**src/rtl/nubus_drv_seq.sv**
```systemverilog
`default_nettype none
// ============================================================================
//  Module   : nubus_drv_seq
//  Purpose  : NuBus driver-enable sequencer. Arbitrates between master
//             (START) and slave (ACK/TM) drive, inserts dead cycles on every
//             direction change, bounds slave drive time and runs the RQST
//             open-collector request handshake.
//  Options  : NUBUS_DRV_SEQ_TM2_EN - when defined, TM2 is sequenced with
//             ACK/TM0/TM1 if NUM_TM = 3; otherwise tm2_oe_n is tied high.
//  Revision : 1.0 - initial release
// ============================================================================
module nubus_drv_seq #(
    parameter int TURN_CYCLES   = 1,
    parameter int DRIVE_TIMEOUT = 255,
    parameter int NUM_TM        = 2
) (
    input  logic clk,
    input  logic reset_n,
    input  logic nubus_oe,
    input  logic master_req,
    input  logic slave_req,
    input  logic rqst_req,
    input  logic rqst_n_5v,
    output logic start_oe_n,
    output logic ack_oe_n,
    output logic tmx_oe_n,
    output logic tm2_oe_n,
    output logic nubus_master_dir,
    output logic tmoen,
    output logic rqst_o_n,
    output logic busy,
    output logic timeout_err
);

    localparam logic [1:0] c_st_idle   = 2'd0;
    localparam logic [1:0] c_st_master = 2'd1;
    localparam logic [1:0] c_st_slave  = 2'd2;
    localparam logic [1:0] c_st_turn   = 2'd3;

    // Terminal counts: the counters start at 0 on entry, so the last cycle
    // of a phase is reached when the count equals the length minus one.
    localparam logic [2:0]  c_turn_last = 3'(TURN_CYCLES - 1);
    localparam logic [15:0] c_slv_last  = 16'(DRIVE_TIMEOUT - 1);

    logic [1:0]  r_state;
    logic [1:0]  w_next_state;
    logic        w_timeout;
    logic [2:0]  r_turn_cnt;
    logic [15:0] r_slv_cnt;
    logic        r_lockout;

    logic        r_start_oe_n;
    logic        r_ack_oe_n;
    logic        r_tmx_oe_n;
    logic        r_master_dir;
    logic        r_tmoen;
    logic        r_busy;
    logic        r_timeout_err;
    logic        r_rqst_o_n;

    // Next-state decision; slave has priority over master, TURN ignores requests.
    always_comb begin
        w_next_state = r_state;
        w_timeout    = 1'b0;
        case (r_state)
            c_st_idle: begin
                if (!nubus_oe) begin
                    if (slave_req) begin
                        // A pending slave request blocks master even while locked out.
                        if (!r_lockout) begin
                            w_next_state = c_st_slave;
                        end
                    end else if (master_req) begin
                        w_next_state = c_st_master;
                    end
                end
            end
            c_st_master: begin
                if (nubus_oe || !master_req) begin
                    w_next_state = c_st_turn;
                end
            end
            c_st_slave: begin
                if (nubus_oe || !slave_req) begin
                    w_next_state = c_st_turn;
                end else if (r_slv_cnt == c_slv_last) begin
                    w_next_state = c_st_turn;
                    w_timeout    = 1'b1;
                end
            end
            c_st_turn: begin
                if (r_turn_cnt == c_turn_last) begin
                    w_next_state = c_st_idle;
                end
            end
            default: begin
                w_next_state = c_st_idle;
            end
        endcase
    end

    // State register and phase counters; counters restart whenever a phase is entered.
    always_ff @(posedge clk or negedge reset_n) begin
        if (!reset_n) begin
            r_state    <= c_st_idle;
            r_turn_cnt <= 3'd0;
            r_slv_cnt  <= 16'd0;
        end else begin
            r_state <= w_next_state;
            if (r_state == c_st_turn && w_next_state == c_st_turn) begin
                r_turn_cnt <= r_turn_cnt + 3'd1;
            end else begin
                r_turn_cnt <= 3'd0;
            end
            if (r_state == c_st_slave && w_next_state == c_st_slave) begin
                r_slv_cnt <= r_slv_cnt + 16'd1;
            end else begin
                r_slv_cnt <= 16'd0;
            end
        end
    end

    // Slave lockout: armed by a forced release, cleared once slave_req is seen low.
    always_ff @(posedge clk or negedge reset_n) begin
        if (!reset_n) begin
            r_lockout <= 1'b0;
        end else if (w_timeout) begin
            r_lockout <= 1'b1;
        end else if (!slave_req) begin
            r_lockout <= 1'b0;
        end
    end

    // Registered driver controls decoded from the state being entered.
    always_ff @(posedge clk or negedge reset_n) begin
        if (!reset_n) begin
            r_start_oe_n  <= 1'b1;
            r_ack_oe_n    <= 1'b1;
            r_tmx_oe_n    <= 1'b1;
            r_master_dir  <= 1'b0;
            r_tmoen       <= 1'b1;
            r_busy        <= 1'b0;
            r_timeout_err <= 1'b0;
        end else begin
            r_start_oe_n  <= (w_next_state != c_st_master);
            r_ack_oe_n    <= (w_next_state != c_st_slave);
            r_tmx_oe_n    <= (w_next_state != c_st_slave);
            r_master_dir  <= (w_next_state == c_st_master);
            r_tmoen       <= (w_next_state != c_st_slave);
            r_busy        <= (w_next_state != c_st_idle);
            r_timeout_err <= w_timeout;
        end
    end

    // RQST: assert only onto an idle bus line, then hold until the request drops.
    always_ff @(posedge clk or negedge reset_n) begin
        if (!reset_n) begin
            r_rqst_o_n <= 1'b1;
        end else if (!rqst_req) begin
            r_rqst_o_n <= 1'b1;
        end else if (r_rqst_o_n && rqst_n_5v) begin
            r_rqst_o_n <= 1'b0;
        end
    end

`ifdef NUBUS_DRV_SEQ_TM2_EN
    localparam logic c_tm2_used = (NUM_TM == 3);

    logic r_tm2_oe_n;

    // TM2 follows the other slave drivers only when a third TM line exists.
    always_ff @(posedge clk or negedge reset_n) begin
        if (!reset_n) begin
            r_tm2_oe_n <= 1'b1;
        end else begin
            r_tm2_oe_n <= !(c_tm2_used && (w_next_state == c_st_slave));
        end
    end

    assign tm2_oe_n = r_tm2_oe_n | nubus_oe;
`else
    assign tm2_oe_n = 1'b1;
`endif

    // nubus_oe is the only combinational path: it kills every 5 V driver at once.
    assign start_oe_n       = r_start_oe_n | nubus_oe;
    assign ack_oe_n         = r_ack_oe_n   | nubus_oe;
    assign tmx_oe_n         = r_tmx_oe_n   | nubus_oe;
    assign rqst_o_n         = r_rqst_o_n   | nubus_oe;
    assign nubus_master_dir = r_master_dir;
    assign tmoen            = r_tmoen;
    assign busy             = r_busy;
    assign timeout_err      = r_timeout_err;

endmodule
`default_nettype wire
```
**config.mk**
```make
export PLATFORM = sky130hd
export DESIGN_NAME = nubus_drv_seq
export DESIGN_NICKNAME = d
export VERILOG_FILES = /design/src/rtl/nubus_drv_seq.sv
export SDC_FILE = /design/constraint.sdc
export NUM_CORES = 1
export LEC_CHECK = 0
export CAP_MARGIN = 15
export CELL_PAD_IN_SITES_DETAIL_PLACEMENT = 0
export CELL_PAD_IN_SITES_GLOBAL_PLACEMENT = 1
export CORE_MARGIN = 5
export CORE_UTILIZATION = 35
export DETAILED_ROUTE_END_ITERATION = 7
export GPL_ROUTABILITY_DRIVEN = 0
export GPL_TIMING_DRIVEN = 0
export PLACE_DENSITY = 0.79
export SLEW_MARGIN = 30
export SYNTH_ARGS = -nofsm -noshare
export SYNTH_HDL_FRONTEND = slang
export SYNTH_SLANG_ARGS = --single-unit
```
**constraint.sdc**
```tcl
create_clock -name clk -period 1.91 [get_ports clk]
set_input_delay 0.382 -clock clk [delete_from_list [all_inputs] [get_ports clk]]
set_output_delay 0.382 -clock clk [all_outputs]
set_load 0.03 [all_outputs]
```
Word-level counts from Yosys, hierarchy flattened
Cells that the tools add are included.
{"block": "classes", "n_eq_ne": 11, "reduce_logical": 10, "n_bitwise": 3, "n_mux": 18, "addsub": 2}
{"operator": "adder 16 x 1 -> 16 bit, second input constant", "n": 1}
{"operator": "== test 16 x 8 -> 1 bit, second input constant", "n": 1}
{"operator": "2-to-1 mux 16 bit", "n": 1}
{"operator": "2-to-1 mux 2 bit", "n": 8}
{"operator": "== test 2 bit, second input constant", "n": 4}
{"operator": "one-hot mux 2 bit (4 select lines)", "n": 1}
{"operator": "2-to-1 mux 1 bit", "n": 7}
{"operator": "!= test 2 x 1 -> 1 bit, second input constant", "n": 3}
{"operator": "== test 2 x 1 -> 1 bit, second input constant", "n": 2}
{"operator": "adder 3 x 1 -> 3 bit, second input constant", "n": 1}
{"operator": "logical AND 1 bit", "n": 3}
{"operator": "logical NOT 3 bit", "n": 1}
{"operator": "2-to-1 mux 3 bit", "n": 1}
{"operator": "OR 1 bit", "n": 3}
{"operator": "logical NOT 1 bit", "n": 2}
{"operator": "logical NOT 2 bit", "n": 1}
{"operator": "logical OR 1 bit", "n": 2}
{"operator": "!= test 2 bit, second input constant", "n": 1}
{"operator": "nonzero test 2 bit", "n": 1}
{"block": "totals", "in_bits": 7, "regBits": 28, "out_inout_bits": 9, "word_cells": 54}

Longest topological paths before layout
Gate-level depths: netlist of run 1.
{"block": "depth", "ltp_word": 7, "mapped_depth": 7, "depth_no_buf": 6}

Worst setup path after synthesis of run 1
Ideal clock, no wire load.
{"block": "synth_path", "path_type": "register to register", "startpoint": "register r_slv_cnt[13]", "endpoint": "register r_start_oe_n", "arrival_time_ps": 1877, "setup_time_ps": 82, "synth_period_minus_slack_ps": 1959, "path_buffers": 0, "t_required_ps": 1828, "stages_incl_launch_ff": 5, "setup_slack_ps": -49, "path_cell_list": "dfrtp_1 -> or4_1 -> or4_4 -> a21o_1 -> or2_1"}
{"block": "synth_between", "elab_chain_cells": 5}
{"element": "start: declaration", "line": "49", "source": "logic [15:0] r_slv_cnt;"}
{"element": "start signal: assignment", "line": "116", "source": "r_slv_cnt <= r_slv_cnt + 16'd1;"}
{"element": "== test 16 x 8 -> 1 bit", "line": "86", "source": "end else if (r_slv_cnt == c_slv_last) begin"}
{"element": "2-to-1 mux 2 bit", "line": "86"}
{"element": "2-to-1 mux 2 bit", "line": "84", "source": "if (nubus_oe || !slave_req) begin"}
{"element": "one-hot mux 2 bit (4 select lines)", "line": "65", "source": "case (r_state)"}
{"element": "!= test 2 x 1 -> 1 bit", "line": "145", "source": "r_start_oe_n <= (w_next_state != c_st_master);"}
{"element": "end signal: assignment", "line": "145"}
{"element": "end: declaration", "line": "52", "source": "logic r_start_oe_n;"}
No other way between the ends.
A chain may end at the register's enable or synchronous reset.

Worst setup path in the final report of run 1
{"block": "layout_path", "startpoint": "input port nubus_oe", "endpoint": "output port ack_oe_n"}
{"block": "layout_between", "elab_chain_cells": 1}
{"element": "start: declaration", "line": "19", "source": "input logic nubus_oe,"}
{"element": "OR 1 bit"}
{"element": "end: declaration", "line": "25", "source": "output logic ack_oe_n,"}
No other way between the ends.

==> impl_metrics.yaml, run 1 <==
layout:
  finalCoreUtilization: 0.442
  fin_area_um2: 1620
  diodes: 0
  nNetsFinal: 159
  syn_to_final_growth_pct: 21.4
  drive_gt1_frac: 0.156
drt:
  drt_wl_total_um: 2350
  first_pass_iters: 2
  wl_per_cell_um: 12.0
  highest_layer: "met4"
  first_iter_violations: 17
  drt-met1-wl_um: 1070
  drtAntennaViolNets: 0
  met3WireLength_um: 150
  viasPerCell: 4.79
  wl_met2_um: 1120
  drc: 0
  vias: 934
yosys:
  mappedNetlistArea_um2: 1330
  synth_top_area_cell: "dfrtp_1"
  ys_seq_area_frac: 0.529
  yosys_warnings: 0
  synth_top_area_share: 0.470
  synthCells: 128
  synthesis.nets: 139
  ys_ff_latch: 28
  synth.distinct_cells: 35
  synth_area_per_cell_um2: 10.4
  yosys-top-cells-area: "dfrtp_1 (47%), xnor2_1 (6.6%), nor2_1 (6.2%)"
clock_tree:
  clkTransAtPathRegs_ns: 0.09
  cts_inserted_buffers: 3
  hold_buffers: 0
  max-clock-path-buffers: 2
  clkSinkCount: 28
  cts_tree: "yes"
  h-tree-depth: 1
  clk_latency_ns: 0.27
  cts-root-buf: "clkbuf_8"
sta:
  rsz0062_at_grt: "yes"
  relSlewSlack: 0.602
  setup_viol: 2
  hold_viol_final: 0
  tns_ns: -0.0108
  fmax_mhz: 522
  slew_violations: 0
  worstMarginPinSlew_ns: 0.597
  fin_ws_ns: -0.00548
  period_needed_ns: 1.92
  skew_ns: 0.00447
  finalCritPeriodShare: 1.00
floorplan:
  fp.dieW_um: 71.7
  start_util: 0.364
  fp.coreArea_um2: 3660
  die_h_um: 71.7
  rows: 22
  pin_count: 16
  dieArea_um2: 5140
placement:
  pre_cts_slack_ns: -0.420
  dp_hpwl_um: 1710
  placement.cell_area_um2: 1530
  portBuffers: 14
power_and_ir_drop:
  ir_drop_v: 0.000560
  power_density_nw_per_um2: 963
  p_total_w: 0.00156
  power_leakage_nw: 0.668
global_route:
  grt_pass1_vias: 948
  grt_usage: 0.101
  grt_pass1_wl_um: 4160
  grt_max_degree: 29
  antenna_found_initial: 0
  grt_overflow: 0
setup_path:
  crit_fanout: 6
  reg2regPathDepth: 4
  cp-end-kind: "output port"
  cp-start-kind: "input port"
  crit_type: "in -> out"
  critical_path_arrival_ns: 1.53
  cp.required_ns: 1.53
  max_stage_delay_ns: 0.51
  cp_slowest_cell: "clkdlybuf4s50_1"
  path_cells: "clkdlybuf4s50_1, or2_2, clkdlybuf4s15_2"
job:
  drv_cap: 0
run_status:
  failed_checks: "setup timing"
  status: "complete, but fails checks"
hold_path:
  min_path_type: "in -> async"
==> timing repair <==
action	in CTS	in global routing
endpoints found under the setup margin	15	9
gates resized for setup	10	4
hold endpoints to repair	0	0
buffers inserted	2	0
==> per-layer routing <==
metal	vias up	track usage
met5	-	0
met4	0	0.0292
met3	4	0.0351
met2	17	0.181
met1	448	0.112
li1	465	-
==> stage by stage <==
step / instances / hold WS, ns
6_report: 195 / 0.101
5_1_grt: 195 / 0.151
3_3_place_gp: 190 / 0.459
4_1_cts: 195 / 0.119
3_5_place_dp: 190 / 0.434
2_1_floorplan: 128 / 0.0864
==> kinds of logic after synthesis <==
kind of cell               after synthesis  share of synthesized area
AOI/OAI and AO/OA                        6                     0.0329
adders and majority gates                4                     0.0376
xor gates and xnor gates                14                     0.0921
and+or+nand+nor                         63                      0.258
other                                    1                    0.00282
buffers and inverters                   11                     0.0395
muxes                                    1                    0.00752
DFF                                     28                      0.529
==> placed cells by master, fill, tap and decap left out, types with 3 or more instances in the layout <==
| cell | count |
|---|---|
| nand3_1 | 4 |
| xnor2_1 | 10 |
| nand4_1 | 3 |
| nor2_1 | 22 |
| xor2_1 | 4 |
| clkdlybuf4s50_1 | 9 |
| buf_4 | 5 |
| nor4_1 | 4 |
| dfrtp_1 | 25 |
| ha_1 | 4 |
| dfstp_2 | 3 |
| nand2_1 | 8 |
| clkbuf_8 | 3 |
| nor3_1 | 3 |
| inv_1 | 8 |
==> power by group <==
part | total, W | internal (W) | switching [W]
Clock | 0.000459 | 0.000281 | 0.000178
Sequential | 0.000726 | 0.000667 | 0.0000590
Combinational | 0.000372 | 0.000157 | 0.000215
==> worst paths after layout <==
check	start	end	slack [ns]
min	reset_n	r_turn_cnt[1]$_DFF_PN0_	0.10
max	nubus_oe	ack_oe_n	-0.005
min reg2reg	r_turn_cnt[0]$_DFF_PN0_	r_turn_cnt[0]$_DFF_PN0_	0.48
max in group asynchronous	reset_n	r_slv_cnt[14]$_DFF_PN0_	1.41
min in group clk	r_turn_cnt[0]$_DFF_PN0_	r_turn_cnt[0]$_DFF_PN0_	0.48
max reg2reg	r_slv_cnt[13]$_DFF_PN0_	r_start_oe_n$_DFF_PN1_	0.02
==> cell usage after synthesis, drive strengths merged <==
cell and instances:
inv 8, conb 1, dfrtp 25, or2 3, mux2i 1, buf 3
o31ai 1, and4 2, nor3b 3, nand4 4, nor2 22, nor3 3
xnor2 10, nand2 8, nor4 4, o21a 1, a21boi 1, o21ai 1
ha 4, nand3 5, dfstp 3, nor2b 1, nor4b 1, or4 2
xor2 4, or3 1, nand2b 1, nand4b 2, o31a 1, or2b 1
a21o 1
==> area by class of cell <==
class / instances / area [um^2]
clock inverters: 1 / 30.0
plain buffers: 2 / 15.0
flip-flops and latches: 28 / 704
well taps: 48 / 60.1
multi-input cells: 89 / 591
inverters: 8 / 30.0
fillers: 354 / 2040
repair buffers: 16 / 145
clock buffers: 3 / 41.3
==> registers in the layout (all words and copies together), names as in the netlist <==
name              cells
busy                  1
nubus_master_dir      1
r_lockout             1
r_rqst_o_n            1
r_slv_cnt            16
r_start_oe_n          1
r_state               2
r_turn_cnt            3
timeout_err           1
tmoen                 1
==> worst max-delay path: cells and delay by family <==
family,cells,cell delay [ns]
buffers and inverters,2,0.80
AND/OR/NAND/NOR,1,0.35
(Power assumes the default switching activity.)
==> run 2: changes to the inputs <==
- CORE_UTILIZATION: 35 -> 38
- PLACE_DENSITY: 0.79 -> 0.84
==> run 2 against run 1 <==
Compared with the run above: the run still ends with setup timing left; first-iteration DRC count is 140% higher; die area is 6.8% lower; core utilization is 3.6 points higher; power is 5.2% lower; final cell count is 0.51% lower; clock power is 17% lower; final area is 0.62% lower; wire length is 1.3% higher; non-clock buffer count is 1 higher; combinational power is 2% lower; clock-buffer cell count stayed put; worst hold slack worse by 0.063 ns; largest power group unchanged.
==> impl_metrics.yaml, run 2 (synthesis gave the netlist of run 1 again) <==
power_and_ir_drop:
  ir_drop_v: 0.000466
  power_switching_w: 0.000445
  p_total_w: 0.00147
  pwr-share-clk: 0.260
  pwr-share-comb: 0.246
  intPower_w: 0.00103
  switching_share: 0.301
  power_leakage_nw: 0.672
  power_density_nw_per_um2: 918
  seqPwrFrac: 0.494
placement:
  pre_cts_slack_ns: -0.387
  dp_hpwl_um: 1730
  portBuffers: 14
clock_tree:
  h-tree-depth: 1
  max-clock-path-buffers: 2
  clkTransAtPathRegs_ns: 0.15
  hold_buffers: 0
  cts_tree: "yes"
  clk_latency_ns: 0.33
  clkSinkCount: 28
  cts-root-buf: "clkbuf_4"
  cts_inserted_buffers: 3
drt:
  vias: 966
  first_iter_violations: 41
  drtAntennaViolNets: 0
  wl_per_cell_um: 12.3
  viasPerCell: 4.98
  drc: 0
  wl_met2_um: 1190
  first_pass_iters: 4
  met3WireLength_um: 142
  drt_wl_total_um: 2380
  highest_layer: "met4"
  drt-met1-wl_um: 1010
global_route:
  antenna_found_initial: 0
  grt_pass1_vias: 948
  grt_max_degree: 29
  grt_pass1_wl_um: 4130
  grt_overflow: 0
  grt_usage: 0.105
setup_path:
  cp-end-kind: "flip-flop"
  worst_path_most_repeated_cell: "or4_4"
  r2r_slack_ns: -0.008
  max_stage_delay_ns: 0.53
  cp_slowest_cell: "or4_4"
  critical_path_arrival_ns: 2.20
  startpoint: "r_slv_cnt[13]$_DFF_PN0_"
  worstReg2RegEnd: "r_start_oe_n$_DFF_PN1_"
  rr_startpoint: "r_slv_cnt[13]$_DFF_PN0_"
  crit_fanout: 5
  cp.required_ns: 2.19
  crit_type: "reg -> reg"
  critPathCapture: "r_start_oe_n$_DFF_PN1_"
  path_cells: "or4_4, or4_4, a21o_1, or2_1"
  reg2regPathDepth: 4
  cp-start-kind: "flip-flop"
sta:
  setup_viol: 1
  relSlewSlack: 0.587
  finalCritPeriodShare: 1.00
  hold_viol_final: 0
  fmax_mhz: 521
  skew_ns: 0.00933
  fin_ws_ns: -0.00768
  slew_violations: 0
  worstMarginPinSlew_ns: 0.619
  rsz0062_at_grt: "yes"
  period_needed_ns: 1.92
  whs_ns: 0.0377
floorplan:
  fp.coreArea_um2: 3360
  die_h_um: 69.2
  pin_count: 16
  dieArea_um2: 4790
  start_util: 0.396
  rows: 21
  fp.dieW_um: 69.2
layout:
  top_regs: "r_slv_cnt: 16 flops, r_turn_cnt: 3 flops, r_state: 2 flops"
  fillers: 339
  largest_reg_flops: 16
  diodes: 0
  nNetsFinal: 160
  max_flop_register: "r_slv_cnt"
  layout_commonest_cell: "dfrtp_1"
  drive_gt1_frac: 0.169
  final_cell_mix: "dfrtp_1 (24), nor2_1 (22), xnor2_1 (10)"
  syn_to_final_growth_pct: 20.7
run_status:
  failed_checks: "setup timing"
  status: "complete, but fails checks"
job:
  drv_cap: 0
hold_path:
  min_path_type: "in -> async"
==> run 2: critical path: cells and delay by family (launching register included) <==
family	cells	cell delay (ns)
AND/OR/NAND/NOR	3	1.22
flip-flops	1	0.43
AO/OA/AOI/OAI	1	0.22
==> run 2: how the worst min path moves through the flow <==
stage	start	to	cells past startpoint
CTS	reset_n	nubus_master_dir$_DFF_PN0_	1
finish	reset_n	nubus_master_dir$_DFF_PN0_	1
global route	reset_n	r_slv_cnt[12]$_DFF_PN0_	1
global placement	r_turn_cnt[0]$_DFF_PN0_	r_turn_cnt[0]$_DFF_PN0_	1
floorplan	reset_n	busy$_DFF_PN0_	0
detailed placement	reset_n	nubus_master_dir$_DFF_PN0_	1
==> run 2: metrics by stage <==
stage                     setup TNS (ns)   util  instances  area [um^2]
after global placement             -1.87  0.455        188         1530
final                           -0.00768  0.478        194         1610
after CTS                        -0.0206  0.468        191         1570
after detailed placement           -2.41  0.453        188         1520
after global routing             -0.0835  0.478        194         1610
after floorplan                        0      -        128         1330
==> run 2: per-layer routing <==
| metal | global-route usage | vias up |
|---|---|---|
| li1 | - | 473 |
| met5 | 0 | - |
| met2 | 0.183 | 17 |
| met4 | 0.0369 | 0 |
| met1 | 0.111 | 471 |
| met3 | 0.0493 | 5 |
==> run 2: area by class of cell <==
class	count	area [um^2]	area share
inverter	8	30.0	0.0187
timing repair buffer	17	154	0.0958
clock buffer	3	22.5	0.0140
tap	46	57.6	0.0358
clock inverter	1	30.0	0.0187
multi-input combinational	89	592	0.368
buffer	2	15.0	0.00935
sequential	28	706	0.439
==> run 2: timing repair <==
| item | in CTS | in global routing |
|---|---|---|
| gates resized for setup | 11 | 6 |
| endpoints found under the setup margin | 16 | 21 |
| cloned | 0 | 0 |
| buffers inserted | 0 | 3 |
| endpoints found under the hold margin | 0 | 0 |
==> run 2: power by group through the flow <==
| stage | Combinational (W) | Clock, W | Sequential, W |
|---|---|---|---|
| finish | 0.000363 | 0.000383 | 0.000728 |
| global route | 0.000398 | 0.000428 | 0.000738 |
| floorplan | 0.000198 | 0 | 0.000772 |
| detailed placement | 0.000381 | 0 | 0.000735 |
| global placement | 0.000375 | 0 | 0.000731 |
| CTS | 0.000368 | 0.000400 | 0.000726 |
==> run 3: changes to the inputs <==
- GPL_TIMING_DRIVEN: 0 -> default
==> run 3 against run 2 <==
Compared with the run above: clock skew increased by 0.0015 ns; the flow now finishes without violations; power grew 1.1%; clock-buffer cell count did not move; first-iteration DRC count is 44% lower; combinational power increased by 8.3%; die area stayed put.
==> impl_metrics.yaml, run 3 (synthesis gave the netlist of run 1 again) <==
layout:
  largest_reg_flops: 16
  diodes: 0
  drive_gt1_frac: 0.175
  max_flop_register: "r_slv_cnt"
  fin_area_um2: 1650
  top_regs: "r_slv_cnt: 16 flops, r_turn_cnt: 3 flops, r_state: 2 flops"
  syn_to_final_growth_pct: 23.8
  finalCoreUtilization: 0.490
  final_cell_mix: "dfrtp_1 (25), nor2_1 (22), buf_4 (12)"
  layout_commonest_cell: "dfrtp_1"
  multi_input_comb_area_um2: 591
  regArea_um2: 704
  fillers: 340
  nNetsFinal: 166
sta:
  hold_viol_final: 0
  slew_violations: 0
  finalCritPeriodShare: 0.986
  setup_viol: 0
  rsz0062_at_grt: "yes"
  skew_ns: 0.0108
  fmax_mhz: 531
  tns_ns: 0
  whs_ns: 0.403
  period_needed_ns: 1.88
power_and_ir_drop:
  power_density_nw_per_um2: 905
  p_total_w: 0.00149
  power_leakage_nw: 0.690
  ir_drop_v: 0.000771
drt:
  first_iter_violations: 23
  drt_wl_total_um: 2420
  wl_per_cell_um: 12.1
  viasPerCell: 4.89
  first_pass_iters: 4
  drc: 0
  vias: 977
  drtAntennaViolNets: 0
job:
  drv_cap: 0
clock_tree:
  h-tree-depth: 1
  cts_tree: "yes"
  max-clock-path-buffers: 2
  clk_latency_ns: 0.32
  postCtsSetupRepairBufs: 0
  cts-root-buf: "clkbuf_4"
  cts_inserted_buffers: 3
  clkTransAtPathRegs_ns: 0.15
  clkSinkCount: 28
placement:
  portBuffers: 14
  dp_hpwl_um: 1820
  placement.cell_area_um2: 1590
setup_path:
  cp.required_ns: 2.18
  worstReg2RegEnd: "r_start_oe_n$_DFF_PN1_"
  startpoint: "r_slv_cnt[13]$_DFF_PN0_"
  critical_path_arrival_ns: 2.16
  rr_startpoint: "r_slv_cnt[13]$_DFF_PN0_"
  crit_type: "reg -> reg"
  reg2regPathDepth: 4
  critPathCapture: "r_start_oe_n$_DFF_PN1_"
  crit_fanout: 5
  r2r_slack_ns: 0.03
  cp-end-kind: "flip-flop"
  cp-start-kind: "flip-flop"
floorplan:
  fp.dieW_um: 69.2
  pin_count: 16
  rows: 21
  fp.coreArea_um2: 3360
  die_h_um: 69.2
  start_util: 0.396
  dieArea_um2: 4790
global_route:
  grt_max_degree: 29
  grt_pass1_vias: 985
  antenna_found_initial: 0
  grt_usage: 0.107
  grt_overflow: 0
  grt_pass1_wl_um: 4330
run_status:
  status: "finished, final reports clean"
hold_path:
  min_path_type: "in -> async"
## run 3: power breakdown
part | switching, W | total [W] | internal [W] | leakage, nW
Sequential | 0.0000534 | 0.000720 | 0.000667 | 0.371
Combinational | 0.000225 | 0.000393 | 0.000168 | 0.291
Clock | 0.000166 | 0.000378 | 0.000212 | 0.0279
Total | 0.000444 | 0.00149 | 0.00105 | 0.690
## run 3: what timing repair did
action	CTS	global route
endpoints found under the setup margin	5	20
pin swaps	0	0
gates resized for setup	4	6
hold buffers	0	0
## run 3: worst min-delay path by stage
stage	cells past startpoint	end	slack (ns)	start
finish	2	nubus_master_dir$_DFF_PN0_	0.40	reset_n
global route	2	nubus_master_dir$_DFF_PN0_	0.43	reset_n
CTS	2	nubus_master_dir$_DFF_PN0_	0.41	reset_n
detailed placement	1	r_turn_cnt[0]$_DFF_PN0_	0.47	r_turn_cnt[0]$_DFF_PN0_
global placement	1	r_turn_cnt[0]$_DFF_PN0_	0.46	r_turn_cnt[0]$_DFF_PN0_
floorplan	0	busy$_DFF_PN0_	0.09	reset_n
## run 3: critical path, stage by stage (launching register included)
cell and delay (ns):
dfrtp_1 0.40, or4_4 0.54, or4_4 0.47, a21o_1 0.22, or2_1 0.21
## run 3: metal layers
| layer | GRT usage | routed length (um) |
|---|---|---|
| met4 | 0.0174 | 10 |
| met1 | 0.123 | 1040 |
| met5 | 0 | 0 |
| met3 | 0.0391 | 96 |
| met2 | 0.193 | 1270 |
## run 3: cell type report
| cell class | instances | area share |
|---|---|---|
| timing repair buffer | 25 | 0.129 |
| sequential | 28 | 0.427 |
| clock inverter | 1 | 0.0182 |
| tap | 46 | 0.0349 |
| multi-input combinational | 89 | 0.358 |
| clock buffer | 3 | 0.0137 |
| inverter | 8 | 0.0182 |
## run 3: per-stage QoR
step,std cells,setup WS [ns]
6_report,200,0.0267
5_1_grt,200,-0.0399
4_1_cts,200,-0.00452
3_5_place_dp,196,-0.196
3_3_place_gp,196,-0.182
2_1_floorplan,128,0.0915
